[src/rtl/lcd_bus_decoder.sv]
// Receive side of an HD44780-style 8-bit LCD write bus: decodes command/data strobes
// into a 2x16 shadow character buffer plus cursor, entry-mode and display state.
module lcd_bus_decoder #(
  parameter int unsigned SYNC_STAGES = 2,
  parameter int unsigned MIN_E_HIGH  = 4,
  parameter logic [7:0]  BLANK_CHAR  = 8'h20
) (
  input  logic       clk,
  input  logic       rst,
  input  logic       rs,
  input  logic       e,
  input  logic [7:0] data,
  input  logic [4:0] rd_addr,
  output logic [7:0] rd_data,
  output logic [4:0] cursor,
  output logic       display_on,
  output logic       busy,
  output logic       cmd_valid,
  output logic       char_valid,
  output logic [7:0] last_byte,
  output logic       overrun,
  output logic       addr_err
);

  localparam int unsigned HW = $clog2(MIN_E_HIGH + 1);
  localparam logic [HW-1:0] HI_MAX = HW'(MIN_E_HIGH);

  typedef enum logic [1:0] {IDLE, DECODE, CLEAR} state_t;

  state_t      state_q, state_d;
  logic [9:0]  sync_q [SYNC_STAGES];
  logic        rs_s, e_s, e_d;
  logic [7:0]  data_s;
  logic [HW-1:0] hi_cnt;
  logic        strobe;
  logic        cap_rs;
  logic [7:0]  cap_data;
  logic [4:0]  clr_idx, clr_d, cursor_d;
  logic        inc_mode, inc_d, disp_d, aerr_d;
  logic        we;
  logic [4:0]  waddr;
  logic [7:0]  wdata;
  logic [7:0]  mem [32];

  // rs, e and data share one pipeline so they stay cycle-aligned
  always_ff @(posedge clk or posedge rst) begin
    if (rst) begin
      for (int unsigned i = 0; i < SYNC_STAGES; i++) sync_q[i] <= '0;
    end else begin
      sync_q[0] <= {rs, e, data};
      for (int unsigned i = 1; i < SYNC_STAGES; i++) sync_q[i] <= sync_q[i-1];
    end
  end

  assign {rs_s, e_s, data_s} = sync_q[SYNC_STAGES-1];

  always_ff @(posedge clk or posedge rst) begin
    if (rst) begin
      hi_cnt <= '0;
      e_d    <= 1'b0;
    end else begin
      e_d <= e_s;
      if (!e_s)                hi_cnt <= '0;
      else if (hi_cnt != HI_MAX) hi_cnt <= hi_cnt + 1'b1;
    end
  end

  assign strobe = e_d && !e_s && (hi_cnt == HI_MAX);

  // The clear command blanks index 0 in its decode cycle, so busy spans exactly 32 cycles
  always_comb begin
    state_d    = state_q;
    clr_d      = clr_idx;
    cursor_d   = cursor;
    inc_d      = inc_mode;
    disp_d     = display_on;
    aerr_d     = addr_err;
    we         = 1'b0;
    waddr      = clr_idx;
    wdata      = BLANK_CHAR;
    busy       = 1'b0;
    cmd_valid  = 1'b0;
    char_valid = 1'b0;
    case (state_q)
      IDLE: if (strobe) state_d = DECODE;
      DECODE: begin
        state_d = IDLE;
        if (cap_rs) begin
          char_valid = 1'b1;
          we         = 1'b1;
          waddr      = cursor;
          wdata      = cap_data;
          cursor_d   = inc_mode ? cursor + 5'd1 : cursor - 5'd1;
        end else begin
          cmd_valid = 1'b1;
          if (cap_data[7]) begin
            if (cap_data[6:4] == 3'b000)      cursor_d = {1'b0, cap_data[3:0]};
            else if (cap_data[6:4] == 3'b100) cursor_d = {1'b1, cap_data[3:0]};
            else                              aerr_d   = 1'b1;
          end else if (cap_data[6:4] != 3'b000) begin
            cursor_d = cursor;
          end else if (cap_data[3]) begin
            disp_d = cap_data[2];
          end else if (cap_data[2]) begin
            inc_d = cap_data[1];
          end else if (cap_data[1]) begin
            cursor_d = '0;
          end else if (cap_data[0]) begin
            cursor_d = '0;
            busy     = 1'b1;
            we       = 1'b1;
            waddr    = '0;
            clr_d    = 5'd1;
            state_d  = CLEAR;
          end
        end
      end
      CLEAR: begin
        busy  = 1'b1;
        we    = 1'b1;
        waddr = clr_idx;
        clr_d = clr_idx + 5'd1;
        if (clr_idx == 5'd31) state_d = IDLE;
      end
      default: state_d = IDLE;
    endcase
  end

  always_ff @(posedge clk or posedge rst) begin
    if (rst) begin
      state_q    <= CLEAR;
      clr_idx    <= '0;
      cursor     <= '0;
      inc_mode   <= 1'b1;
      display_on <= 1'b0;
      addr_err   <= 1'b0;
      overrun    <= 1'b0;
      cap_rs     <= 1'b0;
      cap_data   <= '0;
      last_byte  <= '0;
      rd_data    <= '0;
    end else begin
      state_q    <= state_d;
      clr_idx    <= clr_d;
      cursor     <= cursor_d;
      inc_mode   <= inc_d;
      display_on <= disp_d;
      addr_err   <= aerr_d;
      rd_data    <= mem[rd_addr];
      if (strobe && state_q != IDLE) overrun <= 1'b1;
      if (strobe && state_q == IDLE) begin
        cap_rs   <= rs_s;
        cap_data <= data_s;
      end
      if (state_q == DECODE) last_byte <= cap_data;
    end
  end

  always_ff @(posedge clk) begin
    if (we) mem[waddr] <= wdata;
  end

endmodule

[config.mk]
export PLATFORM = sky130hd
export DESIGN_NAME = lcd_bus_decoder
export DESIGN_NICKNAME = d
export VERILOG_FILES = /design/src/rtl/lcd_bus_decoder.sv
export SDC_FILE = /design/constraint.sdc
export NUM_CORES = 1
export LEC_CHECK = 0
export ABC_AREA = 1
export CELL_PAD_IN_SITES_DETAIL_PLACEMENT = 0
export CELL_PAD_IN_SITES_GLOBAL_PLACEMENT = 1
export CORE_ASPECT_RATIO = 0.5
export CORE_MARGIN = 2
export CORE_UTILIZATION = 45
export CTS_CLUSTER_SIZE = 40
export DETAILED_ROUTE_END_ITERATION = 16
export HOLD_SLACK_MARGIN = 0.1
export PLACE_DENSITY_LB_ADDON = 0.1
export SETUP_SLACK_MARGIN = 0.5
export SYNTH_ARGS = -nofsm -noshare
export SYNTH_HDL_FRONTEND = slang
export SYNTH_SLANG_ARGS = --single-unit
[constraint.sdc]
create_clock -name clk -period 2.4 [get_ports clk]
set_input_delay 0.48 -clock clk [delete_from_list [all_inputs] [get_ports clk]]
set_output_delay 0.48 -clock clk [all_outputs]
set_load 0.005 [all_outputs]
==> results.rst, run 1 <==
.. list-table::
   :header-rows: 1

   * - Metric
     - Value
   * - Total Die Area
     - 30900 µm²
   * - Hold violation total from the final report
     - 0
   * - Maximum number of pins on one net before global-route repair
     - 81
   * - Placed Area
     - 14600 µm²
   * - Max-capacitance violation count
     - 0
   * - Average footprint of a synthesized cell
     - 11.3 µm²
   * - Total number of vias
     - 8819
   * - Clock latency of the later-clocked register in the worst-skew pair
     - 0.59 ns
   * - Setup repair after global routing missed its margin
     - yes
   * - Number of global-route vias before repair
     - 8713
   * - Overall die width
     - 247 µm
   * - Final setup violating endpoints
     - 0
   * - Max-slew violation total from the final report
     - 0
   * - Met2 Resource Use GR
     - 34.6%
   * - Warnings, synthesis
     - 0
   * - Final HPWL DP
     - 20.0 mm
   * - Category of the most critical setup path
     - reg -> out
   * - Relative slew slack
     - 68.2%
   * - Initial DRC count
     - 668
   * - Crit end category
     - output pin
   * - Portion of synthesized cell area occupied by the leading cell type
     - 58.1%
   * - Wirelength, routed
     - 34.2 mm
   * - Post-synth ARST share
     - 20.2%
   * - Number of synthesized flops with an enable pin
     - 256
   * - Number of nets in the layout
     - 1281
   * - Net count after synthesis
     - 1200
   * - Floorplan row count
     - 44
   * - Sequential share of the synthesized area
     - 70.4%
   * - Layout overhead on the synthesized area
     - 23.1%
   * - Peak-usage layer in the global routing report
     - met2
   * - Crit start category
     - register
   * - Hold Buf Count CTS
     - 0
   * - Share of final-layout standard cells stronger than drive strength 1
     - 17.1%
   * - Routability congestion estimate from global placement
     - 0.806
   * - Total non-filler cell area in the finished layout
     - 16300 µm²
   * - Final critical-path required period
     - 2.23 ns
   * - CTS tree
     - done
   * - IO buf count
     - 43
   * - Main area contributors after synthesis
     - edfxtp_1, dfrtp_1, nand2_1
   * - Most frequently used cell type in the post-synthesis netlist
     - nand2_1
   * - Antenna cell count
     - 0
   * - Met1 Use GR
     - 31.7%
   * - Primary flip-flop cell chosen by synthesis mapping
     - edfxtp_1
   * - First-pass detailed-route iteration total
     - 5
   * - Number of buffers inserted during clock tree synthesis
     - 30
   * - Data required time of the critical path
     - 1.92 ns
   * - Post-DRT Antenna Nets
     - 0
   * - CP arrival
     - 1.75 ns
   * - Final cycle utilization of the critical path
     - 93.1%
   * - R2R Setup Slk
     - 0.18 ns
   * - Run status
     - finished, final reports clean
   * - Post-layout total power
     - 0.0152 W
   * - Final total negative setup slack
     - 0 ns
   * - Kind of path behind the tightest hold check
     - in -> async
   * - Wire length of the first global-routing pass
     - 50.4 mm
   * - Maximum clock frequency
     - 0.448 GHz
   * - Worst-case clock buffer depth
     - 3
   * - Max H-tree Level
     - 1
   * - WL/cell
     - 20.5 µm
   * - Fraction of met3 tracks used by global routing
     - 3.18%
   * - Maximum fanout along the worst path
     - 3
   * - Floorplan die height
     - 125 µm
   * - Leakage power summed over all cells
     - 6.16 nW
   * - Total core area
     - 29000 µm²
   * - Count of cell types in the netlist
     - 35
   * - Total global routing track utilization
     - 21.6%
   * - Post-synth top area cell
     - edfxtp_1
   * - Number of flip-flops and latches in the synthesized netlist
     - 321
   * - Clock transition at the registers of the reported paths
     - 0.06 ns
   * - Number of sinks driven by the clock tree
     - 321
   * - Clock tree skew after final layout
     - 0.0307 ns
   * - Via density per instance
     - 5.29
   * - Remaining DRCs
     - 0
   * - Final hold slack
     - 0.191 ns
   * - Starting density of the core
     - 45.7%
   * - Least-Margin Pin Slew
     - 0.476 ns
   * - Utilization after layout
     - 56.2%
   * - Power density cells
     - 934 nW/µm²
   * - List of most frequent post-synthesis cells
     - nand2_1, edfxtp_1, nand3_1, dfrtp_1, nor2_1
   * - Clock Tree Root
     - clkbuf_16
   * - Combined area of all synthesized cells
     - 13200 µm²
   * - Number of instances in the synthesized netlist
     - 1172
   * - Overall overflow remaining after global route
     - 0
   * - Io pins
     - 44
   * - Number of antenna violations at the first check in global routing
     - 0
   * - Peak supply drop
     - 0.589 mV
## state kept, by name (all words and copies together) (netlist names), 2 cells and up
signal and flops:
sync_q 10, last_byte 8, data_s 8, mem 256, cap_data 8, clr_idx 5
state_q 2, rd_data 8, cursor 5, hi_cnt 3
## worst paths after layout
kind | from | end | cells past startpoint
max | state_q[1] | busy | 4
min reg2reg | sync_q[16] | data_s[6] | 0
max in group asynchronous | rst | inc_mode | 3
max reg2reg | state_q[1] | mem[23][4] | 9
min in group clk | sync_q[16] | data_s[6] | 0
min | rst | cursor[2] | 2
## metal layers
layer	wire length [µm]	up-vias
met1	15700	4351
met3	2220	34
met2	15900	230
met5	0	-
met4	464	0
li1	-	4204
## critical path, cell delays in order (launching register included)
cell and delay [ns]:
dfstp_2 0.55, inv_2 0.05, ha_1 0.28, a21boi_2 0.17
buf_2 0.13
## power by group
group          total, W  leakage (nW)  switching [W]  internal [W]
Sequential      0.00669          2.96       0.000205       0.00649
Combinational   0.00321          2.65        0.00201       0.00120
Clock           0.00530         0.543        0.00209       0.00321
Total            0.0152          6.16        0.00431        0.0109
## layout make-up
cell class                 count  area [µm²]
clock inverter                13         231
timing repair buffer         106        1200
multi-input combinational    750        3980
fill                        2502       12700
inverter                      44         183
tap                          391         489
clock buffer                  43         882
sequential                   321        9320
## what timing repair did
item                                    in CTS  in global routing
setup buffers                               14                  6
cloned                                       0                 12
pin swaps                                   25                 14
resized for setup                           48                 54
endpoints found under the setup margin     283                502
## metrics by stage
stage                     setup slack (ns)  instances
after floorplan                      0.355       1172
after global placement              0.0989       1580
after detailed placement             0.127       1580
after CTS                            0.139       1650
after global routing                0.0628       1668
final                                0.165       1668
## logic make-up (layout without fill, tap and decap cells)
| logic type | Yosys count | count (layout) | synth area share (%) |
|---|---|---|---|
| buffers and inverters | 101 | 206 | 3.31 |
| and+or+nand+nor | 681 | 681 | 22.7 |
| AOI/OAI and AO/OA | 54 | 54 | 2.18 |
| DFF | 321 | 321 | 70.4 |
| xor gates and xnor gates | 4 | 4 | 0.265 |
| adders and majority gates | 11 | 11 | 1.10 |
## placed cells by master, fill, tap and decap left out, drive strengths merged, types with 2 or more instances in the layout
master         instances
nand4                  3
bufinv                 6
clkinv                 7
inv                   43
a21oi                 15
ha                    10
buf                   60
nand2                375
and2                   9
nand3                228
edfxtp               256
clkdlybuf4s50         14
dlymetal6s2s           4
o21ai                 32
clkbuf                51
o22ai                  2
a21o                   2
xor2                   3
nor2                  65
dlygate4sd2           20
dfrtp                 63
dfstp                  2
(Power assumes the default switching activity.)
==> inputs of run 2 (changes only) <==
--- a/config.mk
+++ b/config.mk
@@ -6,11 +6,12 @@
 export NUM_CORES = 1
 export LEC_CHECK = 0
 export ABC_AREA = 1
+export ABC_CLOCK_PERIOD_IN_PS = 2400
 export CELL_PAD_IN_SITES_DETAIL_PLACEMENT = 0
-export CELL_PAD_IN_SITES_GLOBAL_PLACEMENT = 1
+export CELL_PAD_IN_SITES_GLOBAL_PLACEMENT = 2
 export CORE_ASPECT_RATIO = 0.5
 export CORE_MARGIN = 2
-export CORE_UTILIZATION = 45
+export CORE_UTILIZATION = 38
 export CTS_CLUSTER_SIZE = 40
 export DETAILED_ROUTE_END_ITERATION = 16
 export HOLD_SLACK_MARGIN = 0.1
==> results.rst, run 2 (synthesis gave the netlist of run 1 again) <==
.. list-table::
   :header-rows: 1

   * - Metric
     - Value
   * - Power density cells
     - 922 nW/µm² (-1.3%)
   * - Initial DRC count
     - 754 (+13%)
   * - Max-capacitance violation count
     - 0 (unchanged)
   * - Run status
     - finished, final reports clean
   * - Floorplan row count
     - 48 (+9.1%)
   * - Max-slew violation total from the final report
     - 0 (unchanged)
   * - Remaining DRCs
     - 0 (unchanged)
   * - Hold Buf Count CTS
     - 0 (unchanged)
   * - Data required time of the critical path
     - 1.92 ns (about the same)
   * - Clock latency of the later-clocked register in the worst-skew pair
     - 0.57 ns (-0.02 ns)
   * - Via density per instance
     - 4.95 (-6.4%)
   * - CP peak stage delay
     - 0.54 ns (about the same)
   * - Share of final-layout standard cells stronger than drive strength 1
     - 17.4% (+0.23 points)
   * - Post-DRT Antenna Nets
     - 0 (unchanged)
   * - IO buf count
     - 43 (unchanged)
   * - Power dissipated by switching net loads
     - 0.00441 W (+2.2%)
   * - Max H-tree Level
     - 1 (unchanged)
   * - Routability congestion estimate from global placement
     - 0.804 (-0.32%)
   * - Post-layout total power
     - 0.0151 W (-0.66%)
   * - Net Sw Frac
     - 29.2% (+0.81 points)
   * - Final HPWL DP
     - 21.4 mm (+6.6%)
   * - Maximum fanout along the worst path
     - 5 (+2)
   * - Total Die Area
     - 36400 µm² (+18%)
   * - Number of antenna violations at the first check in global routing
     - 0 (unchanged)
   * - Flip-flop count of the largest register after layout
     - 256 (unchanged)
   * - Final total negative setup slack
     - 0 ns (unchanged)
   * - Final setup violating endpoints
     - 0 (unchanged)
   * - Clock Tree Root
     - clkbuf_16
   * - Most common cell after layout, fill and taps aside
     - nand2_1
   * - Layout overhead on the synthesized area
     - 23.9%
   * - Overall overflow remaining after global route
     - 0 (unchanged)
   * - Cell-internal power
     - 0.0107 W (-1.8%)
   * - Antenna cell count
     - 0 (unchanged)
   * - Clock transition at the registers of the reported paths
     - 0.07 ns (about the same)
   * - Total global routing track utilization
     - 19.6% (-2.0 points)
   * - Most used cells in the layout excluding fill and tap cells
     - nand2_1, edfxtp_1, nand3_1
   * - Final cycle utilization of the critical path
     - 95.5% (+2.4 points)
   * - Hold violation total from the final report
     - 0 (unchanged)
   * - Crit end category
     - output pin
   * - Slowest stage cell, crit path
     - dfstp_2
   * - Relative slew slack
     - 65.2% (-3.0 points)
   * - Register containing the most flip-flops in the final layout
     - mem
   * - Worst-case clock buffer depth
     - 3 (unchanged)
   * - Category of the most critical setup path
     - reg -> out
   * - Floorplan die height
     - 136 µm (+8.5%)
   * - Worst-path cell chain
     - buf_4 > ha_1 > inv_1 > a21boi_2 > buf_2
   * - Clock tree skew after final layout
     - 0.0173 ns (-0.0134 ns)
   * - Number of nets in the layout
     - 1281 (unchanged)
   * - Io pins
     - 44 (unchanged)
   * - Overall die width
     - 268 µm (+8.7%)
   * - Final critical-path required period
     - 2.29 ns (+0.0584 ns)
   * - CP arrival
     - 1.81 ns (+0.06 ns)
   * - Number of buffers inserted during clock tree synthesis
     - 30 (unchanged)
   * - Family with the most delay on the worst path
     - flip-flops
   * - Kind of path behind the tightest hold check
     - in -> async
   * - Total core area
     - 34400 µm² (+19%)
   * - Total number of vias
     - 8672 (-1.7%)
   * - Largest registers ranked by flip-flop count
     - mem: 256 flops, sync_q: 10 flops
   * - Peak supply drop
     - 0.581 mV (-1.3%)
   * - Starting density of the core
     - 38.5% (-7.2 points)
   * - Maximum number of pins on one net before global-route repair
     - 76 (-6.2%)
   * - Clock network fraction of total power
     - 33.6% (-1.3 points)
   * - Setup repair after global routing missed its margin
     - yes
   * - Maximum clock frequency
     - 0.436 GHz (-2.5%)
   * - Number of sinks driven by the clock tree
     - 321 (unchanged)
   * - Wirelength, routed
     - 35.7 mm (+4.2%)
   * - Logic gate share of total power
     - 22.2% (+1.1 points)
   * - Least-Margin Pin Slew
     - 0.521 ns (+0.0442 ns)
   * - Sequential power share
     - 44.2% (+0.2 points)
   * - WL/cell
     - 20.4 µm (-0.83%)
   * - CTS tree
     - done
   * - First-pass detailed-route iteration total
     - 5 (unchanged)
   * - Leakage power summed over all cells
     - 6.14 nW (-0.36%)
   * - Wire length of the first global-routing pass
     - 52.3 mm (+3.7%)
   * - Bufs and invs on worst path
     - 3 (+1)
   * - Crit start category
     - register
   * - Number of global-route vias before repair
     - 8370 (-3.9%)
==> run 2: changes by cell type in the layout (fill, tap and decap cells not counted), sizes merged <==
cell | before | now
and2 | 9 | 10
buf | 60 | 63
bufinv | 6 | 4
clkbuf | 51 | 43
clkinv | 7 | 12
clkinvlp | 1 | 2
==> run 2: repair_timing <==
| item | in CTS | in global routing |
|---|---|---|
| endpoints found under the hold margin | 0 | 0 |
| gates resized for setup | 72 | 50 |
| endpoints found under the setup margin | 285 | 497 |
| pin swaps | 30 | 11 |
| gates cloned | 0 | 6 |
| buffers inserted | 20 | 3 |
==> run 2: metrics by stage <==
step	setup WS, ns	util [%]	area [µm²]	hold slack, ns	instances
3_5_place_dp	0.143	42.9	14700	0.335	1667
6_report	0.107	47.6	16400	0.294	1752
2_1_floorplan	0.355	-	13700	0.331	1172
4_1_cts	0.104	46.7	16100	0.293	1743
5_1_grt	0.0371	47.6	16400	0.322	1752
3_3_place_gp	0.126	42.9	14700	0.332	1667
==> run 2: layout make-up <==
cell class                      count  area [µm²]
Clock buffer                       39         847
Timing Repair Buffer              105        1210
Tap cell                          475         594
Inverter                           44         190
Sequential cell                   321        9320
Fill cell                        3062       18000
Multi-Input combinational cell    751        4030
Clock inverter                     17         205
==> run 2: metal layers <==
layer | part of all wire [%] | global-route usage, %
met5 | 0 | 0
met4 | 1.5 | 3.45
met2 | 45 | 30.1
met3 | 5.4 | 3.48
met1 | 48 | 29.4
==> run 2: worst paths after layout <==
kind | startpoint | endpoint | slack, ns | depth (start not counted)
min in group clk | data[1] | sync_q[11] | 0.34 | 1
min reg2reg | sync_q[12] | data_s[2] | 0.35 | 0
max reg2reg | state_q[1] | mem[2][6] | 0.15 | 12
max | state_q[1] | busy | 0.11 | 5
min | rst | clr_idx[4] | 0.29 | 2
max in group asynchronous | rst | inc_mode | 1.52 | 3
==> run 2: power by group through the flow <==
stage	registers (W)	clock network, W	logic (W)
after floorplan	0.00679	0	0.00164
after global placement	0.00683	0	0.00278
after detailed placement	0.00683	0	0.00280
after CTS	0.00669	0.00518	0.00310
after global routing	0.00672	0.00543	0.00369
final	0.00668	0.00508	0.00335
==> inputs of run 3 (changes only) <==
--- a/config.mk
+++ b/config.mk
@@ -14,9 +14,10 @@
 export CORE_UTILIZATION = 38
 export CTS_CLUSTER_SIZE = 40
 export DETAILED_ROUTE_END_ITERATION = 16
+export GPL_TIMING_DRIVEN = 0
 export HOLD_SLACK_MARGIN = 0.1
 export PLACE_DENSITY_LB_ADDON = 0.1
-export SETUP_SLACK_MARGIN = 0.5
+export SETUP_SLACK_MARGIN = 0.02
 export SYNTH_ARGS = -nofsm -noshare
 export SYNTH_HDL_FRONTEND = slang
 export SYNTH_SLANG_ARGS = --single-unit
==> results.rst, run 3 (synthesis gave the netlist of run 1 again) <==
.. list-table::
   :header-rows: 1

   * - Metric
     - Value
   * - Least-Margin Pin Slew
     - 0.998 ns (+0.477 ns)
   * - Wirelength, routed
     - 37.0 mm (+3.8%)
   * - Total Die Area
     - 36400 µm² (unchanged)
   * - Clock network fraction of total power
     - 33.6% (about the same)
   * - Crit end category
     - output pin
   * - Setup WS post-layout
     - 0.0658 ns (-0.0412 ns)
   * - Power dissipated by switching net loads
     - 0.00425 W (-3.6%)
   * - Worst setup endpoint
     - char_valid
   * - Total core area
     - 34400 µm² (unchanged)
   * - Number of antenna violations at the first check in global routing
     - 0 (unchanged)
   * - Worst-case clock buffer depth
     - 3 (unchanged)
   * - Share of final-layout standard cells stronger than drive strength 1
     - 16.5% (-0.87 points)
   * - Clock transition at the registers of the reported paths
     - 0.07 ns (about the same)
   * - Sequential power share
     - 46.2% (+2.0 points)
   * - Flip-flop count of the largest register after layout
     - 256 (unchanged)
   * - Most common cell after layout, fill and taps aside
     - nand2_1
   * - Number of buffers inserted during clock tree synthesis
     - 31 (+3.3%)
   * - Number of nets in the layout
     - 1307 (+2.0%)
   * - Total global routing track utilization
     - 20.8% (+1.2 points)
   * - Hold violation total from the final report
     - 0 (unchanged)
   * - Start of the worst register-to-register path
     - state_q[1]
   * - Via density per instance
     - 4.99 (+0.84%)
   * - Final cycle utilization of the critical path
     - 97.3% (+1.7 points)
   * - R2R Setup Slk
     - 0.07 ns (-0.08 ns)
   * - Setup repair after global routing missed its margin
     - yes
   * - Max-capacitance violation count
     - 0 (unchanged)
   * - Peak supply drop
     - 0.515 mV (-11%)
   * - Post-Place Setup Slack
     - -0.557 ns (-0.700 ns)
   * - Clock Tree Root
     - clkbuf_16
   * - Antenna cell count
     - 0 (unchanged)
   * - Crit path launch
     - state_q[1]
   * - First-pass detailed-route iteration total
     - 7 (+2)
   * - Starting density of the core
     - 38.5% (unchanged)
   * - Max-slew violation total from the final report
     - 0 (unchanged)
   * - Layout overhead on the synthesized area
     - 23.0%
   * - WL/cell
     - 20.8 µm (+2.4%)
   * - Most used cells in the layout excluding fill and tap cells
     - nand2_1, edfxtp_1, nand3_1
   * - Post-DRT Antenna Nets
     - 0 (unchanged)
   * - Overall overflow remaining after global route
     - 0 (unchanged)
   * - Leakage power summed over all cells
     - 6.02 nW (-1.9%)
   * - Relative slew slack
     - 33.3% (-32 points)
   * - Floorplan row count
     - 48 (unchanged)
   * - Number of global-route vias before repair
     - 8734 (+4.3%)
   * - IO buf count
     - 40 (-7.0%)
   * - Final hold slack
     - 0.343 ns (+0.0491 ns)
   * - Cell-internal power
     - 0.0103 W (-3.9%)
   * - Register containing the most flip-flops in the final layout
     - mem
   * - Remaining DRCs
     - 0 (unchanged)
   * - Maximum number of pins on one net before global-route repair
     - 66 (-13%)
   * - Critical register-to-register path endpoint
     - mem[12][5]
   * - Category of the most critical setup path
     - reg -> out
   * - Floorplan die height
     - 136 µm (unchanged)
   * - Clock latency of the later-clocked register in the worst-skew pair
     - 0.57 ns (about the same)
   * - Io pins
     - 44 (unchanged)
   * - Clock tree skew after final layout
     - 0.00853 ns (-0.00878 ns)
   * - Number of sinks driven by the clock tree
     - 321 (unchanged)
   * - Total number of vias
     - 8870 (+2.3%)
   * - Power density cells
     - 893 nW/µm² (-3.1%)
   * - Logic gate share of total power
     - 20.2% (-2.0 points)
   * - CTS tree
     - done
   * - Length in cells of the worst reg-to-reg path
     - 10 (-2)
   * - Overall die width
     - 268 µm (unchanged)
   * - Final setup violating endpoints
     - 0 (unchanged)
   * - Run status
     - finished, final reports clean
   * - Kind of path behind the tightest hold check
     - in -> reg
   * - Data required time of the critical path
     - 1.92 ns (about the same)
   * - Routability congestion estimate from global placement
     - 0.782 (-2.7%)
   * - Maximum clock frequency
     - 0.428 GHz (-1.8%)
   * - Max H-tree Level
     - 1 (unchanged)
   * - Maximum fanout along the worst path
     - 8 (+3)
   * - Fill cells
     - 3136 (+2.4%)
   * - Hold Buf Count CTS
     - 0 (unchanged)
   * - CP arrival
     - 1.85 ns (+0.04 ns)
   * - Final HPWL DP
     - 25.2 mm (+18%)
   * - Wire length of the first global-routing pass
     - 54.8 mm (+4.8%)
   * - Net Sw Frac
     - 29.2% (+0.072 points)
   * - Initial DRC count
     - 664 (-12%)
   * - Largest registers ranked by flip-flop count
     - mem: 256 flops, sync_q: 10 flops
   * - Final critical-path required period
     - 2.33 ns (+0.0412 ns)
   * - Crit start category
     - register
run 3: power groups by stage:
stage | logic, W | clock network (W) | registers (W)
5_1_grt | 0.00323 | 0.00518 | 0.00676
6_report | 0.00293 | 0.00488 | 0.00672
4_1_cts | 0.00287 | 0.00496 | 0.00672
3_3_place_gp | 0.00246 | 0 | 0.00685
3_5_place_dp | 0.00261 | 0 | 0.00683
2_1_floorplan | 0.00147 | 0 | 0.00678
run 3: critical path, stage by stage, from the launching register on:
cell and delay (ns):
dfstp_2 0.54, inv_2 0.05, ha_4 0.15, buf_8 0.14
nand2_8 0.10, inv_2 0.08, clkdlybuf4s15_1 0.22
run 3: what timing repair did:
action | 4_1_cts | 5_1_grt
setup buffers | 20 | 12
gates resized for setup | 94 | 24
pin swaps | 13 | 22
endpoints found under the setup margin | 291 | 216
run 3: worst min-delay path by stage:
stage / start / cells past startpoint / endpoint
6_report: data[0] / 1 / sync_q[10]
5_1_grt: rs / 1 / sync_q[19]
4_1_cts: data[0] / 1 / sync_q[10]
3_5_place_dp: sync_q[10] / 0 / data_s[0]
3_3_place_gp: sync_q[11] / 0 / data_s[1]
2_1_floorplan: sync_q[10] / 0 / data_s[0]
run 3: layout make-up:
type	count	area (µm²)	share of cell area (%)
Clock buffer	41	876	5.38
Multi-Input combinational cell	750	3990	24.5
Tap cell	475	594	3.65
Inverter	44	183	1.12
Timing Repair Buffer	75	892	5.48
Buffer	56	285	1.75
Clock inverter	15	133	0.815
Sequential cell	321	9320	57.3
run 3: metal layers:
layer | vias up | track usage, % | wire (µm)
met5 | - | 0 | 0
met4 | 0 | 4.19 | 678
met3 | 39 | 3.33 | 1980
met2 | 221 | 33.1 | 16700
met1 | 4358 | 30.3 | 17600
li1 | 4252 | - | -
run 3: metrics by stage:
step	cells	area (µm²)	utilization, %	TNS (ns)	power (W)
3_5_place_dp	1690	14400	41.7	-111.34	0.00944
2_1_floorplan	1172	13200	-	0	0.00825
4_1_cts	1765	16000	46.4	-2.57	0.0146
3_3_place_gp	1687	14200	41.3	-452.78	0.00931
5_1_grt	1777	16300	47.3	-0.275	0.0152
6_report	1777	16300	47.3	0	0.0145
